`config.mk`:
```
export PLATFORM = sky130hd
export DESIGN_NAME = instruction_fetch_unit
export DESIGN_NICKNAME = d
export VERILOG_FILES = /design/src/rtl/cpu_pkg.sv /design/src/rtl/instruction_fetch_unit_next_pc_calc.sv /design/src/rtl/instruction_fetch_unit.sv
export SDC_FILE = /design/constraint.sdc
export NUM_CORES = 1
export LEC_CHECK = 0
export CAP_MARGIN = 40
export CORE_MARGIN = 2
export CORE_UTILIZATION = 47
export CTS_BUF_LIST = sky130_fd_sc_hd__clkbuf_4 sky130_fd_sc_hd__clkbuf_8 sky130_fd_sc_hd__clkbuf_16
export DETAILED_ROUTE_END_ITERATION = 10
export PLACE_DENSITY = 0.88
export SLEW_MARGIN = 30
export SYNTH_ARGS = -nofsm -noshare
export SYNTH_HDL_FRONTEND = slang
export SYNTH_SLANG_ARGS = --single-unit
```
`constraint.sdc`:
```
create_clock -name clk -period 5.1 [get_ports clk]
set_input_delay 0.51 -clock clk [delete_from_list [all_inputs] [get_ports clk]]
set_output_delay 0.51 -clock clk [all_outputs]
set_load 0.005 [all_outputs]
```
`src/rtl/cpu_pkg.sv`:
```
// Shared definitions for the CPU front end.
//   PC_CTRL_*     : next-PC select encodings driven by the control unit
//   fetch_state_t : fetch FSM states used by instruction_fetch_unit
package cpu_pkg;

  localparam logic [3:0] PC_CTRL_SEQ    = 4'b0000;
  localparam logic [3:0] PC_CTRL_JUMP   = 4'b0001;
  localparam logic [3:0] PC_CTRL_JR     = 4'b0010;
  localparam logic [3:0] PC_CTRL_BRANCH = 4'b0011;

  typedef enum logic [1:0] {
    RST   = 2'd0,
    FETCH = 2'd1,
    HOLD  = 2'd2
  } fetch_state_t;

endpackage

```
`src/rtl/instruction_fetch_unit_next_pc_calc.sv`:
```
// next_pc_calc: purely combinational next-PC selection.
//   pc_plus4    in  32  current PC + 4
//   instruction in  32  held instruction (target field, imm, beq/bne bit)
//   pc_control  in  4   select: seq / j / jr / branch (other codes = seq)
//   alu_zero    in  1   ALU zero flag
//   reg_target  in  32  rs value for jr
//   next_pc     out 32  PC to commit on advance
module next_pc_calc
  import cpu_pkg::*;
(
  input  logic [31:0] pc_plus4,
  input  logic [31:0] instruction,
  input  logic [3:0]  pc_control,
  input  logic        alu_zero,
  input  logic [31:0] reg_target,
  output logic [31:0] next_pc
);

  logic [31:0] imm_off;
  logic        taken;
  logic        unused_opcode;

  // Word offset: sign-extend imm16 and scale by 4; adds wrap modulo 2^32.
  assign imm_off = {{14{instruction[15]}}, instruction[15:0], 2'b00};
  // instruction[26] distinguishes bne (1) from beq (0).
  assign taken   = alu_zero ^ instruction[26];
  assign unused_opcode = &{1'b0, instruction[31:27]};

  always_comb begin
    next_pc = pc_plus4;
    case (pc_control)
      PC_CTRL_JUMP:   next_pc = {pc_plus4[31:28], instruction[25:0], 2'b00};
      PC_CTRL_JR:     next_pc = reg_target;
      PC_CTRL_BRANCH: next_pc = taken ? (pc_plus4 + imm_off) : pc_plus4;
      default:        next_pc = pc_plus4;
    endcase
  end

endmodule

```
`src/rtl/instruction_fetch_unit.sv`:
```
// instruction_fetch_unit: owns the PC, fetches over a req/ack port with
// variable latency, and holds each instruction until the core advances.
//   clk, rst_n              clock, async active-low reset
//   imem_req/addr/ack/rdata instruction memory fetch port
//   instruction/instr_valid held word to control unit and datapath
//   advance                 core done with held word; commit next PC
//   pc_control, alu_zero,
//   reg_target              next-PC selection inputs
//   pc_out, pc_plus4        current PC and PC+4
//   fetch_err               sticky misaligned-jr flag
// Optional feature macro IFU_MISALIGN_TRAP_EN: when defined, a jr to a
// non-word-aligned target is forced aligned and sets fetch_err; otherwise
// fetch_err is 0 and jr targets pass through unmodified.
//
// state | meaning
// RST   | first cycle after reset, no request
// FETCH | request outstanding at pc_out, waiting for imem_ack
// HOLD  | instruction valid, waiting for advance
module instruction_fetch_unit
  import cpu_pkg::*;
#(
  parameter logic [31:0] RESET_PC = 32'h0000_0000
) (
  input  logic        clk,
  input  logic        rst_n,
  output logic        imem_req,
  output logic [31:0] imem_addr,
  input  logic        imem_ack,
  input  logic [31:0] imem_rdata,
  output logic [31:0] instruction,
  output logic        instr_valid,
  input  logic        advance,
  input  logic [3:0]  pc_control,
  input  logic        alu_zero,
  input  logic [31:0] reg_target,
  output logic [31:0] pc_out,
  output logic [31:0] pc_plus4,
  output logic        fetch_err
);

  fetch_state_t state;
  logic [31:0]  pc_q;
  logic [31:0]  instr_q;
  logic         valid_q;
  logic         req_q;
  logic [31:0]  next_pc;
  logic [31:0]  pc_load;

  assign pc_out      = pc_q;
  assign pc_plus4    = pc_q + 32'd4;
  assign imem_addr   = pc_q;
  assign imem_req    = req_q;
  assign instruction = instr_q;
  assign instr_valid = valid_q;

  next_pc_calc u_next_pc_calc (
    .pc_plus4    (pc_plus4),
    .instruction (instr_q),
    .pc_control  (pc_control),
    .alu_zero    (alu_zero),
    .reg_target  (reg_target),
    .next_pc     (next_pc)
  );

`ifdef IFU_MISALIGN_TRAP_EN
  logic misalign;
  logic err_q;

  assign misalign  = (pc_control == PC_CTRL_JR) && (reg_target[1:0] != 2'b00);
  assign pc_load   = misalign ? {reg_target[31:2], 2'b00} : next_pc;
  assign fetch_err = err_q;

  always_ff @(posedge clk or negedge rst_n) begin
    if (!rst_n) begin
      err_q <= 1'b0;
    end else if (state == HOLD && advance && misalign) begin
      err_q <= 1'b1;
    end
  end
`else
  assign pc_load   = next_pc;
  assign fetch_err = 1'b0;
`endif

  // imem_req is registered so it reflects the state being entered.
  always_ff @(posedge clk or negedge rst_n) begin
    if (!rst_n) begin
      state   <= RST;
      pc_q    <= RESET_PC;
      instr_q <= 32'h0;
      valid_q <= 1'b0;
      req_q   <= 1'b0;
    end else begin
      case (state)
        RST: begin
          state <= FETCH;
          req_q <= 1'b1;
        end
        FETCH: begin
          if (imem_ack) begin
            instr_q <= imem_rdata;
            valid_q <= 1'b1;
            req_q   <= 1'b0;
            state   <= HOLD;
          end
        end
        HOLD: begin
          if (advance) begin
            pc_q    <= pc_load;
            valid_q <= 1'b0;
            req_q   <= 1'b1;
            state   <= FETCH;
          end
        end
        default: begin
          state <= RST;
          req_q <= 1'b0;
        end
      endcase
    end
  end

endmodule

```
==> results of run 1 <==
-- area by class of cell --
class / instances / area [sq um] / area share, %
well taps: 172 / 215 / 2.55
inverters: 24 / 90.1 / 1.07
multi-input cells: 580 / 4020 / 47.6
clock buffers: 10 / 239 / 2.83
repair buffers: 213 / 2140 / 25.3
flip-flops and latches: 67 / 1680 / 19.8
clock inverters: 6 / 72.6 / 0.859
-- state kept, by name, indices dropped and copies added, names as in the netlist --
register	count
instr_valid	1
imem_addr	32
imem_req	1
instruction	32
state	1
-- kinds of logic after synthesis --
logic type                 count (synthesis)
adders and majority gates                 35
and+or+nand+nor                          227
AOI/OAI and AO/OA                        241
DFF                                       67
muxes                                     33
other                                      1
xor gates and xnor gates                  43
buffers and inverters                     91
-- report_power, final --
| part | total, uW | switching [uW] | internal (uW) |
|---|---|---|---|
| Sequential | 1200 | 421 | 779 |
| Clock | 669 | 273 | 396 |
| Combinational | 3940 | 1930 | 2000 |
-- path summary, 6_finish.rpt --
path | startpoint | endpoint | slack, ns | cells after the start
worst max-delay path | imem_addr[2] | imem_addr[31] | 0.83 | 16
worst min-delay path | rst_n | imem_addr[8] | 0.17 | 2
worst max register to register | imem_addr[2] | imem_addr[31] | 0.83 | 16
worst min register to register | instr_valid | instr_valid | 0.48 | 2
max in group asynchronous | rst_n | instruction[22] | 4.37 | 3
min in group clk | instr_valid | instr_valid | 0.48 | 2
-- critical path, cell delays in order, from the launching register on --
cell and delay, ns:
dfrtp_1 0.47, ha_1 0.31, nand4_2 0.26, nor4_4 0.49
and3_1 0.23, xnor2_1 0.17, inv_1 0.12, ha_1 0.40
a21o_1 0.22, o21bai_1 0.18, a41oi_2 0.17, or3_1 0.13
a31oi_1 0.05, o21a_1 0.22, or3_1 0.37, and4_4 0.21
o31ai_2 0.18
-- per-layer routing --
metal	routed length, um	share of wire (%)	up-vias
li1	-	-	2990
met2	10300	45	463
met1	9080	40	3150
met4	649	2.9	0
met5	0	0	-
met3	2700	12	60
-- through the flow --
stage	total power [uW]	cells
final	5810	1072
after floorplan	3510	738
after CTS	5720	1071
after detailed placement	5010	1055
after global routing	6180	1072
after global placement	4960	1053
-- layout by cell type, fill, tap and decap left out, drive strengths merged, types with 8 or more instances in the layout --
master and count:
clkdlybuf4s50 201, nand2 78, dfrtp 67, o21ai 67, nor2 53, a21oi 51
ha 34, mux2 32, xnor2 25, inv 25, a21o 21, nand3 21
xor2 18, a31oi 14, or3 13, buf 12, a22o 10, o221ai 10
clkbuf 10, and3 9, nor2b 8, nand4 8, nor3 8
-- synthesized netlist by cell type, types with 13 or more instances --
cell type  count  area share (%)
nand2_1       77             4.7
xor2_1        17             2.4
a21o_1        21             2.6
clkbuf_1      27             1.6
a31oi_1       14             1.4
inv_1         24             1.5
nor2_1        51             3.1
a21oi_1       48             3.9
dfrtp_1       67              27
mux2_2        32             5.8
nand3_1       20             1.6
or3_1         13             1.3
xnor2_1       25             3.5
o21ai_0       61             4.9
ha_1          34             6.9
buf_4         35             4.3
==> flow_metrics.py, run 1 <==
metrics = {
    "drt": {
        "drt_first_pass_iters": 7,
        "antenna_left": 0,
        "vias": 6663,
        "wl_um": 22700,
        "wl_per_cell_um": 21.2,
        "drc": 0,
        "drtIter0Drc": 631,
        "viasPerCell": 6.22,
    },
    "cts": {
        "cts_made_buffers": 9,
        "clkSlewWorstSetupHoldPaths_ns": 0.07,
        "cts_sinks": 67,
        "clockBufferDepth": 2,
        "cts_tree": "built",
        "root_buffer": "clkbuf_16",
        "cts_hold_buf": 0,
        "clock_latency_ns": 0.35,
        "ctsResizeCount": 0,
        "post-cts-setup-buffers": 0,
        "ctsHtreeMaxLevel": 3,
    },
    "floorplan": {
        "rows": 41,
        "fp.dieArea_sq_mm": 0.0141,
        "start_util_pct": 48.6,
        "die_h_um": 119,
        "placeableCoreArea_sq_mm": 0.0127,
        "ios": 204,
        "fp.dieW_um": 119,
    },
    "logic_synthesis": {
        "synth.area.mux_share_pct": 5.99,
        "ys.flop_type": "dfrtp_1",
        "yosysSeqAreaShare_pct": 27.1,
        "synth_cell_types": 82,
        "syn_avg_cell_area_sq_um": 8.37,
        "synth_top_family_by_area": "compound AO/OA/AOI/OAI gates",
        "yosys.area_share.simple_pct": 18.8,
        "netlist_area_sq_mm": 0.00618,
        "synth_xor_area_share_pct": 6.22,
        "synth_edf_count": 0,
        "synth_fa_ha_area_share_pct": 7.21,
        "async_flop_share_pct": 100,
        "syn-num-nets": 846,
        "ys.warnings.count": 0,
        "synth_compound_area_share_pct": 26.7,
        "synthCells": 738,
        "ys_seq_elements": 67,
    },
    "global_routing": {
        "grt_util_met1_pct": 43.5,
        "grt-busiest-layer": "met2",
        "grt_antenna_before_repair": 0,
        "grt_pass1_wl_um": 35000,
        "grt_pass1_vias": 6305,
        "track_usage_pct": 31.8,
        "gr-usage-met2_pct": 47.8,
        "grt_max_degree": 40,
        "globalRouteMet3Util_pct": 8.45,
        "overflow": 0,
    },
    "critical_path": {
        "cp.arrival_ns": 4.54,
        "crit_type": "reg2reg",
        "cp-end-kind": "flop",
        "critPathRequiredTime_ns": 5.37,
        "start_kind": "flop",
        "cp_max_fo": 7,
    },
    "job": {
        "drv_cap": 0,
    },
    "sta": {
        "fin_ws_ns": 0.831,
        "setup-tns-final_ns": 0,
        "hold_viol_final": 0,
        "maxSlewHeadroom_pct": 38.5,
        "max_freq_ghz": 0.234,
        "worst_slew_pin_slew_ns": 0.919,
        "setup_violations": 0,
        "period_minus_slack_ns": 4.27,
        "whs_ns": 0.168,
        "finalMaxSlewViolations": 0,
        "fin_skew_ns": 0.0132,
        "period_share_pct": 83.7,
        "rsz0062_at_grt": "false",
    },
    "layout": {
        "area_growth_pct": 36.8,
        "fin_nets": 1003,
        "n_fill_cell": 1077,
        "drive_gt1_share_pct": 10.9,
        "finalInstanceArea_sq_mm": 0.00845,
        "diodes": 0,
        "final_util_pct": 66.4,
    },
    "placed_design": {
        "dpl.hpwl_um": 16800,
        "dpl_worst_slack_ns": 0.910,
        "numPortBuffers": 202,
        "globalplace.congestion": 1.00,
        "placed_area_sq_mm": 0.00811,
    },
    "power_and_ir_drop": {
        "power_density_mw_per_mm2": 687,
        "ir_drop_v": 0.000437,
        "p_leak_uw": 0.00351,
    },
    "hold_path": {
        "hold_path.class": "in2async",
    },
    "status": {
        "status": "finished, final reports clean",
    },
}
Power figures use the tool's default switching activity.
==> run 2: changes to the inputs <==
- CORE_UTILIZATION: 47 -> 43
- PLACE_DENSITY: 0.88 -> 0.85
- clock period: 5.1 -> 3.66 ns (I/O delays scaled with it)
==> run 2 against run 1 <==
  * Clock-buffer cell count unchanged
  * Fmax grew 16%
  * Via count increased by 4.9%
  * Setup slack worse by 0.84 ns
  * Core utilization is 0.35 points lower
  * Combinational power grew 65%
  * Worst hold slack improved by 0.21 ns
  * Non-clock buffer count is 78 higher
  * The flow now finishes with violations (negative setup slack)
  * Final area rose by 9.0%
  * Sequential share of layout area down 1.6 points
  * Clock skew is 0.00097 ns lower
==> flow_metrics.py, run 2 (synthesized netlist as in run 1, its figures left out) <==
metrics = {
    "critical_path": {
        "ff2ff_setup_slack_ns": -0.01,
        "r2r_end": "imem_addr[31]",
        "critPathRequiredTime_ns": 3.93,
        "cp-end-kind": "flop",
        "r2r_cells": 17,
        "start_kind": "flop",
        "r2r-start": "imem_addr[3]",
        "cp.arrival_ns": 3.94,
        "cp_max_fo": 4,
        "crit_type": "reg2reg",
        "crit_start": "imem_addr[3]",
    },
    "floorplan": {
        "die_h_um": 124,
        "fp.dieArea_sq_mm": 0.0153,
        "rows": 43,
        "start_util_pct": 44.3,
        "placeableCoreArea_sq_mm": 0.0139,
        "fp.dieW_um": 124,
        "ios": 204,
    },
    "cts": {
        "clockBufferDepth": 2,
        "ctsHtreeMaxLevel": 3,
        "clkSlewWorstSetupHoldPaths_ns": 0.07,
        "cts_sinks": 67,
        "clock_latency_ns": 0.35,
        "cts_made_buffers": 9,
        "cts_tree": "built",
        "root_buffer": "clkbuf_16",
    },
    "layout": {
        "layout_commonest_cell": "clkdlybuf4s50_1",
        "area_growth_pct": 49.0,
        "final_util_pct": 66.1,
        "fin_nets": 1081,
        "diodes": 0,
        "most-common-layout-cells": "clkdlybuf4s50_1, buf_4, nand2_1",
        "stdcell_count": 1158,
        "drive_gt1_share_pct": 20.4,
    },
    "sta": {
        "rsz0062_at_grt": "true",
        "period_minus_slack_ns": 3.67,
        "fin_skew_ns": 0.0122,
        "period_share_pct": 100,
        "setup_violations": 1,
        "fin_ws_ns": -0.0103,
        "hold_viol_final": 0,
        "maxSlewHeadroom_pct": 51.8,
        "max_freq_ghz": 0.272,
        "setup-tns-final_ns": -0.0103,
        "finalMaxSlewViolations": 0,
        "worst_slew_pin_slew_ns": 0.723,
    },
    "status": {
        "status": "finished with violations",
        "violations": "negative setup slack",
    },
    "drt": {
        "wl_per_cell_um": 20.8,
        "viasPerCell": 6.03,
        "drc": 0,
        "drtIter0Drc": 820,
        "drt_first_pass_iters": 7,
        "antenna_left": 0,
        "wl_met3_um": 3110,
        "drt-met1-wl_um": 9190,
        "wl_um": 24100,
        "top_layer": "met4",
        "vias": 6987,
        "wl_met2_um": 10900,
    },
    "global_routing": {
        "grt_pass1_vias": 6489,
        "overflow": 0,
        "grt_pass1_wl_um": 35800,
        "grt_max_degree": 37,
        "track_usage_pct": 30.8,
        "grt_antenna_before_repair": 0,
    },
    "power_and_ir_drop": {
        "power_frac_seq_pct": 17.2,
        "p_switching_uw": 3970,
        "intPower_uw": 5000,
        "p_leak_uw": 0.00391,
        "ir_drop_v": 0.000480,
        "pwr-share-clk_pct": 10.2,
        "power_density_mw_per_mm2": 974,
        "power.total_uw": 8970,
        "combPwrFrac_pct": 72.6,
        "switching_share_pct": 44.3,
    },
    "placed_design": {
        "dpl.hpwl_um": 18100,
        "numPortBuffers": 202,
        "globalplace.congestion": 1.03,
        "placed_cells": 1127,
    },
    "hold_path": {
        "hold_path.class": "in2async",
    },
    "job": {
        "drv_cap": 0,
    },
}
## run 2: changes by cell type in the layout (fill, tap and decap cells not counted), sizes merged
| cell | delta |
|---|---|
| inv | -1 |
| buf | +76 |
| clkbuf | +1 |
| dlygate4sd3 | +1 |
| clkinv | +1 |
## run 2: power groups by stage
| stage | registers (uW) | clock network [uW] | logic, uW |
|---|---|---|---|
| floorplan | 1520 | 0 | 3370 |
| global placement | 1490 | 0 | 5920 |
| detailed placement | 1510 | 0 | 5990 |
| CTS | 1500 | 908 | 6040 |
| global route | 1580 | 937 | 6980 |
| finish | 1540 | 914 | 6510 |
## run 2: what timing repair did
action,CTS,global route
resized for setup,0,35
endpoints found under the hold margin,0,3
setup endpoints to repair,0,12
hold buffers,0,1
setup buffers,0,12
## run 2: stage by stage
stage / worst slack [ns] / cell area, sq um / hold WS (ns)
6_report: -0.0103 / 9210 / 0.381
5_1_grt: -0.147 / 9210 / 0.408
4_1_cts: 0.0677 / 8890 / 0.102
3_5_place_dp: 0.0775 / 8580 / 0.465
3_3_place_gp: 0.129 / 8570 / 0.461
2_1_floorplan: 0.0133 / 6180 / 0.0704
## run 2: worst max-delay path by stage
| stage | end | slack (ns) | cells after the start |
|---|---|---|---|
| 2_1_floorplan | imem_addr[31] | 0.01 | 17 |
| 3_3_place_gp | imem_addr[28] | 0.13 | 14 |
| 3_5_place_dp | imem_addr[31] | 0.08 | 15 |
| 4_1_cts | imem_addr[31] | 0.07 | 15 |
| 5_1_grt | imem_addr[31] | -0.15 | 15 |
| 6_report | imem_addr[31] | -0.01 | 17 |
## run 2: worst max-delay path, cell delays in order (launching register included)
cell	delay, ns
dfrtp_1	0.40
ha_4	0.17
nand4_4	0.11
nor4_4	0.37
buf_4	0.17
and3_4	0.21
xnor2_4	0.13
inv_2	0.08
ha_4	0.24
a21o_1	0.19
o21bai_4	0.18
a41oi_2	0.19
or3_4	0.17
a31oi_4	0.04
o21a_1	0.20
or3_4	0.37
and4_4	0.20
o31ai_2	0.16
## run 2: per-layer routing
metal	global-route usage, %	vias to the layer above
li1	-	3153
met4	10.9	0
met5	0	-
met1	41.5	3242
met2	48.2	500
met3	7.14	92
## run 2: area by class of cell
| cell class | count | area, sq um |
|---|---|---|
| clock inverter | 6 | 65.1 |
| multi-input combinational | 580 | 4210 |
| timing repair buffer | 291 | 2700 |
| inverter | 24 | 90.1 |
| sequential | 67 | 1680 |
| clock buffer | 10 | 239 |
| tap | 180 | 225 |
| fill | 1053 | 4730 |
==> run 3: changes to the inputs <==
- CORE_MARGIN: 2 -> default
- PLACE_DENSITY: 0.85 -> 0.88
==> run 3 against run 2 <==
  * The run now ends clean
  * Flip-flop and latch count did not move
  * Via count rose by 2.8%
  * Wire length rose by 1.7%
  * Setup slack improved by 0.032 ns
  * Cell count fell by 0.60%
  * Register-to-register slack improved by 0.03 ns
  * First-iteration DRC count rose by 16%
  * Critical path type unchanged
  * Largest cell class unchanged
  * Largest power group unchanged
  * Highest routed layer unchanged
==> flow_metrics.py, run 3 (synthesized netlist as in run 1, its figures left out) <==
metrics = {
    "critical_path": {
        "crit_path_top_delay_cell": "dfrtp_1",
        "cp-end-kind": "flop",
        "crit_type": "reg2reg",
        "cp_max_fo": 6,
        "start_kind": "flop",
        "cpPeakStageDelay_ns": 0.40,
        "cp_cell_sequence": "buf_4, nand2_1, or3_1, nor3_4, xor2_1, ha_1, nand4_1, o211ai_1, a41oi_2, or3_4, a31oi_4, o21a_1, or3_1, and4_4, o31ai_2",
        "path_common_cell": "or3_1",
        "critPathRequiredTime_ns": 3.93,
        "cp.arrival_ns": 3.91,
    },
    "drt": {
        "antenna_left": 0,
        "viasPerCell": 6.24,
        "vias": 7180,
        "drt_first_pass_iters": 6,
        "wl_um": 24500,
        "wl_per_cell_um": 21.3,
        "drtIter0Drc": 949,
        "drc": 0,
    },
    "floorplan": {
        "fp.dieW_um": 122,
        "die_h_um": 122,
        "rows": 43,
        "ios": 204,
        "placeableCoreArea_sq_mm": 0.0139,
        "start_util_pct": 44.3,
        "fp.dieArea_sq_mm": 0.0149,
    },
    "global_routing": {
        "grt_max_degree": 43,
        "grt_pass1_wl_um": 36200,
        "grt_pass1_vias": 6734,
        "track_usage_pct": 32.0,
        "overflow": 0,
        "grt_antenna_before_repair": 0,
    },
    "sta": {
        "period_minus_slack_ns": 3.64,
        "hold_viol_final": 0,
        "finalMaxSlewViolations": 0,
        "maxSlewHeadroom_pct": 57.5,
        "setup-tns-final_ns": 0,
        "period_share_pct": 99.4,
        "max_freq_ghz": 0.275,
        "setup_violations": 0,
        "whs_ns": 0.0172,
        "fin_ws_ns": 0.0216,
        "rsz0062_at_grt": "true",
        "worst_slew_pin_slew_ns": 0.637,
        "fin_skew_ns": 0.00807,
    },
    "power_and_ir_drop": {
        "switching_share_pct": 44.6,
        "pwr-share-clk_pct": 10.8,
        "combPwrFrac_pct": 72.2,
        "ir_drop_v": 0.000531,
        "intPower_uw": 5000,
        "p_switching_uw": 4030,
        "p_leak_uw": 0.00388,
        "power_frac_seq_pct": 16.9,
        "power_density_mw_per_mm2": 990,
    },
    "cts": {
        "clock_latency_ns": 0.35,
        "cts_made_buffers": 9,
        "root_buffer": "clkbuf_16",
        "ctsHtreeMaxLevel": 3,
        "cts_tree": "built",
        "clkSlewWorstSetupHoldPaths_ns": 0.06,
        "cts_hold_buf": 0,
        "clockBufferDepth": 2,
        "cts_sinks": 67,
    },
    "layout": {
        "layout_commonest_cell": "clkdlybuf4s50_1",
        "most-common-layout-cells": "clkdlybuf4s50_1, buf_4, nand2_1",
        "drive_gt1_share_pct": 19.2,
        "finalInstanceArea_sq_mm": 0.00912,
        "fin_nets": 1073,
        "area_growth_pct": 47.6,
        "final_util_pct": 65.5,
    },
    "placed_design": {
        "globalplace.congestion": 1.02,
        "dpl_worst_slack_ns": 0.0454,
        "dpl.hpwl_um": 18000,
        "numPortBuffers": 202,
        "placed_area_sq_mm": 0.00857,
    },
    "status": {
        "status": "finished, final reports clean",
    },
    "job": {
        "drv_cap": 0,
    },
    "hold_path": {
        "hold_path.class": "in2async",
    },
}
[run 3: through the flow]
step	std cells	total power [uW]
6_report	1151	9030
5_1_grt	1150	9500
4_1_cts	1142	8550
3_5_place_dp	1126	7520
3_3_place_gp	1125	7390
2_1_floorplan	738	4890
[run 3: worst max-delay path: cells and delay by family (launching register included)]
| kind | cells | cell delay [ns] |
|---|---|---|
| and+or+nand+nor | 7 | 1.59 |
| AOI/OAI and AO/OA | 5 | 0.80 |
| DFF | 1 | 0.40 |
| adders and majority gates | 1 | 0.34 |
| xor gates and xnor gates | 1 | 0.26 |
| buffers and inverters | 1 | 0.17 |
[run 3: final cells by class]
type | instances | area [sq um]
clock inverter | 6 | 90.1
sequential | 67 | 1680
inverter | 24 | 90.1
multi-input combinational | 580 | 4180
antenna | 1 | 2.50
tap | 180 | 225
timing repair buffer | 283 | 2630
fill | 1064 | 4810
clock buffer | 10 | 233
[run 3: power by group through the flow]
| stage | Clock, uW | Combinational, uW | Sequential [uW] |
|---|---|---|---|
| final | 979 | 6520 | 1530 |
| after global routing | 1020 | 6910 | 1570 |
| after CTS | 983 | 6080 | 1490 |
| after detailed placement | 0 | 6020 | 1490 |
| after global placement | 0 | 5920 | 1470 |
| after floorplan | 0 | 3370 | 1520 |
[run 3: final timing paths]
check	slack (ns)	end	startpoint	depth (start not counted)
setup / recovery	0.02	imem_addr[31]	imem_addr[2]	15
setup reg to reg	0.02	imem_addr[31]	imem_addr[2]	15
hold reg to reg	0.47	instr_valid	instr_valid	2
hold / removal	0.02	instruction[4]	rst_n	1
max in group asynchronous	2.61	imem_addr[21]	rst_n	2
min in group clk	0.47	instr_valid	instr_valid	2
[run 3: repair_timing]
item,in CTS,in global routing
resized for setup,0,27
buffers inserted,0,8
setup endpoints to repair,0,12
[run 3: metal layers]
layer | wire length [um] | GRT usage (%) | share of wire (%) | vias up
li1 | - | - | - | 3126
met1 | 9220 | 41.0 | 38 | 3348
met2 | 11200 | 49.9 | 46 | 591
met3 | 3070 | 8.80 | 13 | 115
met4 | 1010 | 14.8 | 4.1 | 0
met5 | 0 | 0 | 0 | -
